==> config.mk <==
export PLATFORM = sky130hd
export DESIGN_NAME = lsu_mem_ctrl
export DESIGN_NICKNAME = d
export VERILOG_FILES = /design/src/rtl/lsu_mem_ctrl.sv
export SDC_FILE = /design/constraint.sdc
export NUM_CORES = 1
export LEC_CHECK = 0
export CORE_MARGIN = 2
export CORE_UTILIZATION = 36
export CTS_CLUSTER_DIAMETER = 200
export DETAILED_ROUTE_END_ITERATION = 8
export GPL_TIMING_DRIVEN = 0
export PLACE_DENSITY = 0.76
export SETUP_SLACK_MARGIN = 0.1
export SLEW_MARGIN = 10
export SYNTH_ARGS = -nofsm -noshare
export SYNTH_HDL_FRONTEND = slang
export SYNTH_SLANG_ARGS = --single-unit
==> constraint.sdc <==
create_clock -name clk -period 2.6 [get_ports clk]
set_input_delay 0.39 -clock clk [delete_from_list [all_inputs] [get_ports clk]]
set_output_delay 0.39 -clock clk [all_outputs]
set_load 0.1 [all_outputs]
==> src/rtl/lsu_mem_ctrl.sv <==
// lsu_mem_ctrl: load/store controller between the execute stage and data_mem.
// One transaction in flight; runs the valid/yumi handshake with the memory and
// returns load data to the pipeline with a one-cycle response pulse.
// Optional feature: define LSU_ALIGN_CHECK_EN to reject misaligned word
// accesses locally (error response, no memory transaction).
module lsu_mem_ctrl #(
  parameter int addr_width_p = 12
) (
  input  logic                    clk,
  input  logic                    reset,
  input  logic                    req_valid_i,
  input  logic                    req_wen_i,
  input  logic                    req_byte_i,
  input  logic [addr_width_p-1:0] req_addr_i,
  input  logic [31:0]             req_wdata_i,
  output logic                    req_ready_o,
  output logic                    stall_o,
  output logic                    resp_valid_o,
  output logic [31:0]             resp_rdata_o,
  output logic                    resp_err_o,
  output logic [35:0]             mem_flat_o,
  output logic [addr_width_p-1:0] mem_addr_o,
  input  logic [33:0]             mem_flat_i
);

  // Flattened data_mem port layouts (MSB first): 1+1+1+32+1 and 1+32+1 bits.
  typedef struct packed {
    logic        valid;
    logic        wen;
    logic        byte_not_word;
    logic [31:0] write_data;
    logic        yumi;
  } mem_in_s;

  typedef struct packed {
    logic        valid;
    logic [31:0] read_data;
    logic        yumi;
  } mem_out_s;

  typedef enum logic [1:0] {IDLE, REQ, WAIT, RESP} state_e;

  state_e                  state;
  logic                    mem_valid;
  logic                    wen_r;
  logic                    byte_r;
  logic [addr_width_p-1:0] addr_r;
  logic [31:0]             wdata_r;
  logic                    mem_yumi;
  mem_in_s                 mem_in;
  mem_out_s                mem_out;

  assign mem_out = mem_flat_i;

  // The response is consumed in the same cycle it is seen, and only in WAIT;
  // a valid arriving in any other state is a protocol violation and is ignored.
  assign mem_yumi = (state == WAIT) && mem_out.valid;

  // All memory-facing fields come from the holding registers, never from req_*.
  assign mem_in     = {mem_valid, wen_r, byte_r, wdata_r, mem_yumi};
  assign mem_flat_o = mem_in;
  assign mem_addr_o = addr_r;

  assign stall_o = (req_valid_i && !req_ready_o) || (state != IDLE);

`ifdef LSU_ALIGN_CHECK_EN
  logic misaligned;
  logic err_r;
  assign misaligned = !req_byte_i && (req_addr_i[1:0] != 2'b00);
  assign resp_err_o = err_r;
`else
  assign resp_err_o = 1'b0;
`endif

  // Request FSM: latches the op in IDLE, handshakes in REQ/WAIT, pulses in RESP.
  always_ff @(posedge clk or posedge reset) begin
    if (reset) begin
      state        <= IDLE;
      req_ready_o  <= 1'b1;
      resp_valid_o <= 1'b0;
      resp_rdata_o <= '0;
      mem_valid    <= 1'b0;
      wen_r        <= 1'b0;
      byte_r       <= 1'b0;
      addr_r       <= '0;
      wdata_r      <= '0;
`ifdef LSU_ALIGN_CHECK_EN
      err_r        <= 1'b0;
`endif
    end else begin
      resp_valid_o <= 1'b0;
`ifdef LSU_ALIGN_CHECK_EN
      err_r        <= 1'b0;
`endif
      case (state)
        IDLE: begin
          if (req_valid_i) begin
            wen_r       <= req_wen_i;
            byte_r      <= req_byte_i;
            addr_r      <= req_addr_i;
            wdata_r     <= req_wdata_i;
            req_ready_o <= 1'b0;
`ifdef LSU_ALIGN_CHECK_EN
            if (misaligned) begin
              // Answer locally with an error; the memory never sees this op.
              state        <= RESP;
              resp_valid_o <= 1'b1;
              resp_rdata_o <= '0;
              err_r        <= 1'b1;
            end else begin
              state     <= REQ;
              mem_valid <= 1'b1;
            end
`else
            state     <= REQ;
            mem_valid <= 1'b1;
`endif
          end
        end
        REQ: begin
          // Hold valid and all fields stable until the memory takes them.
          if (mem_out.yumi) begin
            mem_valid <= 1'b0;
            state     <= WAIT;
          end
        end
        WAIT: begin
          if (mem_out.valid) begin
            resp_rdata_o <= wen_r ? 32'h0 : mem_out.read_data;
            resp_valid_o <= 1'b1;
            state        <= RESP;
          end
        end
        RESP: begin
          // Not ready here: this cycle lets the memory return to its idle state.
          state       <= IDLE;
          req_ready_o <= 1'b1;
        end
        default: begin
          state       <= IDLE;
          req_ready_o <= 1'b1;
          mem_valid   <= 1'b0;
        end
      endcase
    end
  end

endmodule
; Yosys cells after proc, flatten, opt, wreduce, memory -nomap -nowiden
; Index checks and enable logic that the tools add are counted.
[totals]
regBits = 83
elab_cells = 40
[op_classes]
n_eq_ne = 6
reduce_logical = 13
muxes = 12
[op_table]
columns = cell, count
row1 = two-way mux 32 bit, 1
row2 = one-hot mux 2 bit (4 select lines), 1
row3 = two-way mux 2 bit, 3
row4 = "!= test 2 bit, second input constant", 3
row5 = AND reduction 2 bit, 3
row6 = AND reduction 3 bit, 2
row7 = nonzero test 2 bit, 3
row8 = two-way mux 1 bit, 5
row9 = "equality test 2 bit, second input constant", 2
row10 = one-hot mux 1 bit (2 select lines), 2
row11 = "equality test 2 x 1 -> 1 bit, second input constant", 1
row12 = logical AND 1 bit, 2
row13 = zero test 2 bit, 1
row14 = zero test 1 bit, 1
row15 = logical OR 1 bit, 1

; Longest topological paths before layout
; Gate-level depths: netlist of the first run.
[depth]
word_depth = 3
mapped_depth = 7
mapped_depth_nobuf = 5

; Least setup slack after synthesis of the first run
; Ideal clock, no wire load.
[synth_timing]
path_kind = flip-flop to output port
start = register req_ready_o
end = output port stall_o
t_arrival_ns = 2.717
path_slack_ns = -0.507
stages_incl_launch_ff = 2
t_required_ns = 2.210
cell_sequence = dfstp_2 -> o21ai_0
[synth_between]
elab_chain_cells = 3
[synth_lines]
columns = item, line
row1 = "start, declared", 16  ; output logic req_ready_o,
row2 = "start signal, assigned", 79  ; req_ready_o <= 1'b1;
row3 = "start signal, assigned", 102  ; req_ready_o <= 1'b0;
row4 = "start signal, assigned", 137  ; req_ready_o <= 1'b1;
row5 = zero test 1 bit, 64  ; assign stall_o = (req_valid_i && !req_ready_o) || (state != IDLE);
row6 = logical AND 1 bit, 64
row7 = logical OR 1 bit, 64
row8 = "end, declared", 17  ; output logic stall_o,
; No other way between the ends.

; Worst setup path in the final report of the first run
[layout_timing]
start = register req_ready_o
end = output port req_ready_o
; No word-level cell between the ends.

==> metrics, run 1 <==
status=completed; Critical Path AT=2030 ps; crit-path max FO=4; Pins Over Slew Limit=0; global placement routability congestion=0.757; maxcap violations=0; clk root buf=clkbuf_8; Total GRT Usage=16.2%; fin util=59.3%; port bufs=165; Max Clock Skew=12.7 ps; H-tree depth=3; share of layout cells above drive strength 1=17.9%; initial antenna violation count=0; Post-DP HPWL=6550 um; Residual DRC=0; worst slew pin tran=1040 ps; Crit path max-delay family=buffers and inverters; setup slack, reg-to-reg=760 ps; delay of the slowest critical-path stage=1130 ps; Mapped Nets=365; Req. time, crit path=2210 ps; Distinct cells, synth=23; Hold Slack=483 ps; initial DRC count=39; Synth Warn #=0; vias per cell=4.58; Post-DP Area=0.00523 sq mm; sequential fraction of the synthesis area=61.3%; Clock Pin Slew Worst Setup and Hold Paths=90 ps; unrepaired setup endpoints after global routing=false; Crit path depth=1; Post-Synthesis Cells=276; drt pass-1 iters=4; WL per Instance=14.8 um; nets=543; number of global-route vias before repair=2662; CP Cell Sequence=clkdlybuf4s50_1; CTS sink count=83; first-pass GRT wire length=12900 um; antenna cells=0; chip height=101 um; Final Cycle Share=93.1%; TNS Setup=0 ps; CP Launch Type=flip-flop; CTS max path bufs=2; Crit-path slowest cell=clkdlybuf4s50_1; DRT Wirelength=8460 um; via count=2608; die width=101 um; Crit path buffers/inverters=1; worst skew pair latency=340 ps; largest net degree at the start of global routing=34; Setup Fix Bufs, Post-CTS=0; worst min-delay path category=reg -> reg; CORE AREA=0.00920 sq mm; Avg Inst Size Synth=12.3 sq um; die area=0.0102 sq mm; Hold Path Stages=2; Crit Path Category=reg -> out; Worst Setup End Kind=output pin; f_max=413 MHz; final instance area=0.00545 sq mm; synthesized cell area=0.00339 sq mm; initial core utilization=36.9%; grt ovf=0; area grow syn2layout=60.8%; Slew HR=30.7%; final setup vio count=0; Ports=167; min Tclk post-route=2420 ps; worst-case reg-to-reg path depth=5; #FFs+latches synth=83; row cnt=35; CTS Buf Count=9; CTS tree=built; Routed Antenna Nets=0; Fin. Hold Viols=0
-- cell families (layout without fill, tap and decap cells) --
group | Yosys count | in the layout | share of synthesized area (%)
and+or+nand+nor | 73 | 73 | 10.7
buffers and inverters | 26 | 209 | 3.58
other | 1 | 1 | 0.111
DFF | 83 | 83 | 61.3
AOI/OAI and AO/OA | 38 | 38 | 5.94
adders and majority gates | 6 | 6 | 2.21
muxes | 49 | 49 | 16.2
-- cells in the mapped netlist (all sizes together) --
| library cell | count | area [sq um] |
|---|---|---|
| a211oi | 1 | 7.51 |
| a21oi | 2 | 10.0 |
| a222oi | 1 | 10.0 |
| a31o | 1 | 8.76 |
| buf | 9 | 57.6 |
| clkbuf | 10 | 37.5 |
| conb | 1 | 3.75 |
| dfrtp | 82 | 2050 |
| dfstp | 1 | 26.3 |
| ha | 6 | 75.1 |
| inv | 7 | 26.3 |
| mux2 | 47 | 529 |
| mux2i | 2 | 20.0 |
| nand2 | 34 | 130 |
| nand2b | 33 | 206 |
| nand3 | 1 | 5.00 |
| nor2 | 4 | 15.0 |
| o21ai | 33 | 165 |
| or2 | 1 | 6.26 |
-- final timing paths --
check | startpoint | to
max in group asynchronous | reset | wdata_r[4]$_DFFE_PP0P_
hold reg to reg | resp_rdata_o[24]$_DFFE_PP0P_ | resp_rdata_o[24]$_DFFE_PP0P_
hold / removal | resp_rdata_o[24]$_DFFE_PP0P_ | resp_rdata_o[24]$_DFFE_PP0P_
setup reg to reg | state[0]$_DFFE_PP0P_ | wdata_r[0]$_DFFE_PP0P_
min in group asynchronous | reset | state[1]$_DFFE_PP0P_
setup / recovery | req_ready_o$_DFFE_PP1P_ | req_ready_o
-- metrics by stage --
step           cells  setup slack (ps)
6_report         570               180
5_1_grt          570              99.2
4_1_cts          570               128
3_5_place_dp     554              -662
3_3_place_gp     552              -650
2_1_floorplan    276               256
-- layer usage --
metal | global-route usage [%] | wire length, um | vias up
li1 | - | - | 1264
met1 | 19.4 | 3510 | 1226
met2 | 27.6 | 4180 | 113
met3 | 4.92 | 722 | 5
met4 | 5.30 | 53 | 0
met5 | 0 | 0 | -
-- sequential cells by signal, indices dropped and copies added, names as in the netlist --
register      cells
state             2
wdata_r          32
wen_r             1
resp_valid_o      1
resp_rdata_o     32
req_ready_o       1
mem_valid         1
mem_addr_o       12
byte_r            1
-- placed cells by master (no fill, tap or decap), types with 4 or more instances in the layout --
cell	instances
buf_2	4
buf_4	5
clkbuf_1	9
clkbuf_8	9
clkdlybuf4s50_1	162
dfrtp_1	82
ha_1	6
inv_1	5
mux2_2	46
nand2_1	33
nand2b_1	33
nor2_1	4
o21ai_0	32
-- area by class of cell --
type / count / area [sq um]
fillers: 793 / 3740
inverters: 7 / 30.0
clock buffers: 10 / 128
clock inverters: 6 / 87.6
plain buffers: 19 / 103
well taps: 111 / 139
multi-input cells: 167 / 1190
repair buffers: 167 / 1700
flip-flops and latches: 83 / 2080
-- repair_timing --
| action | CTS | global route |
|---|---|---|
| gates resized for setup | 12 | 4 |
| endpoints found under the setup margin | 2 | 2 |
| hold buffers | 0 | 0 |
Power of run 1 is not shown: default switching activity piles up to over one toggle a cycle in this logic, so the estimate is an artifact.
==> inputs of run 2 (changes only) <==
--- a/config.mk
+++ b/config.mk
@@ -12,6 +12,7 @@
 export GPL_TIMING_DRIVEN = 0
 export PLACE_DENSITY = 0.76
 export SETUP_SLACK_MARGIN = 0.1
+export SKIP_LAST_GASP = 1
 export SLEW_MARGIN = 10
 export SYNTH_ARGS = -nofsm -noshare
 export SYNTH_HDL_FRONTEND = slang
==> results of run 2 <==
Same layout as run 1: the final DEF is identical, and so are final timing and power.
Power of run 2 is left out for the same reason.
==> inputs of run 3 (changes only) <==
--- a/config.mk
+++ b/config.mk
@@ -8,6 +8,7 @@
 export CORE_MARGIN = 2
 export CORE_UTILIZATION = 36
 export CTS_CLUSTER_DIAMETER = 200
+export CTS_CLUSTER_SIZE = 12
 export DETAILED_ROUTE_END_ITERATION = 8
 export GPL_TIMING_DRIVEN = 0
 export PLACE_DENSITY = 0.76
==> results of run 3 <==
Same layout as run 1: the final DEF is identical, and so are final timing and power.
Power of run 3 is left out for the same reason.
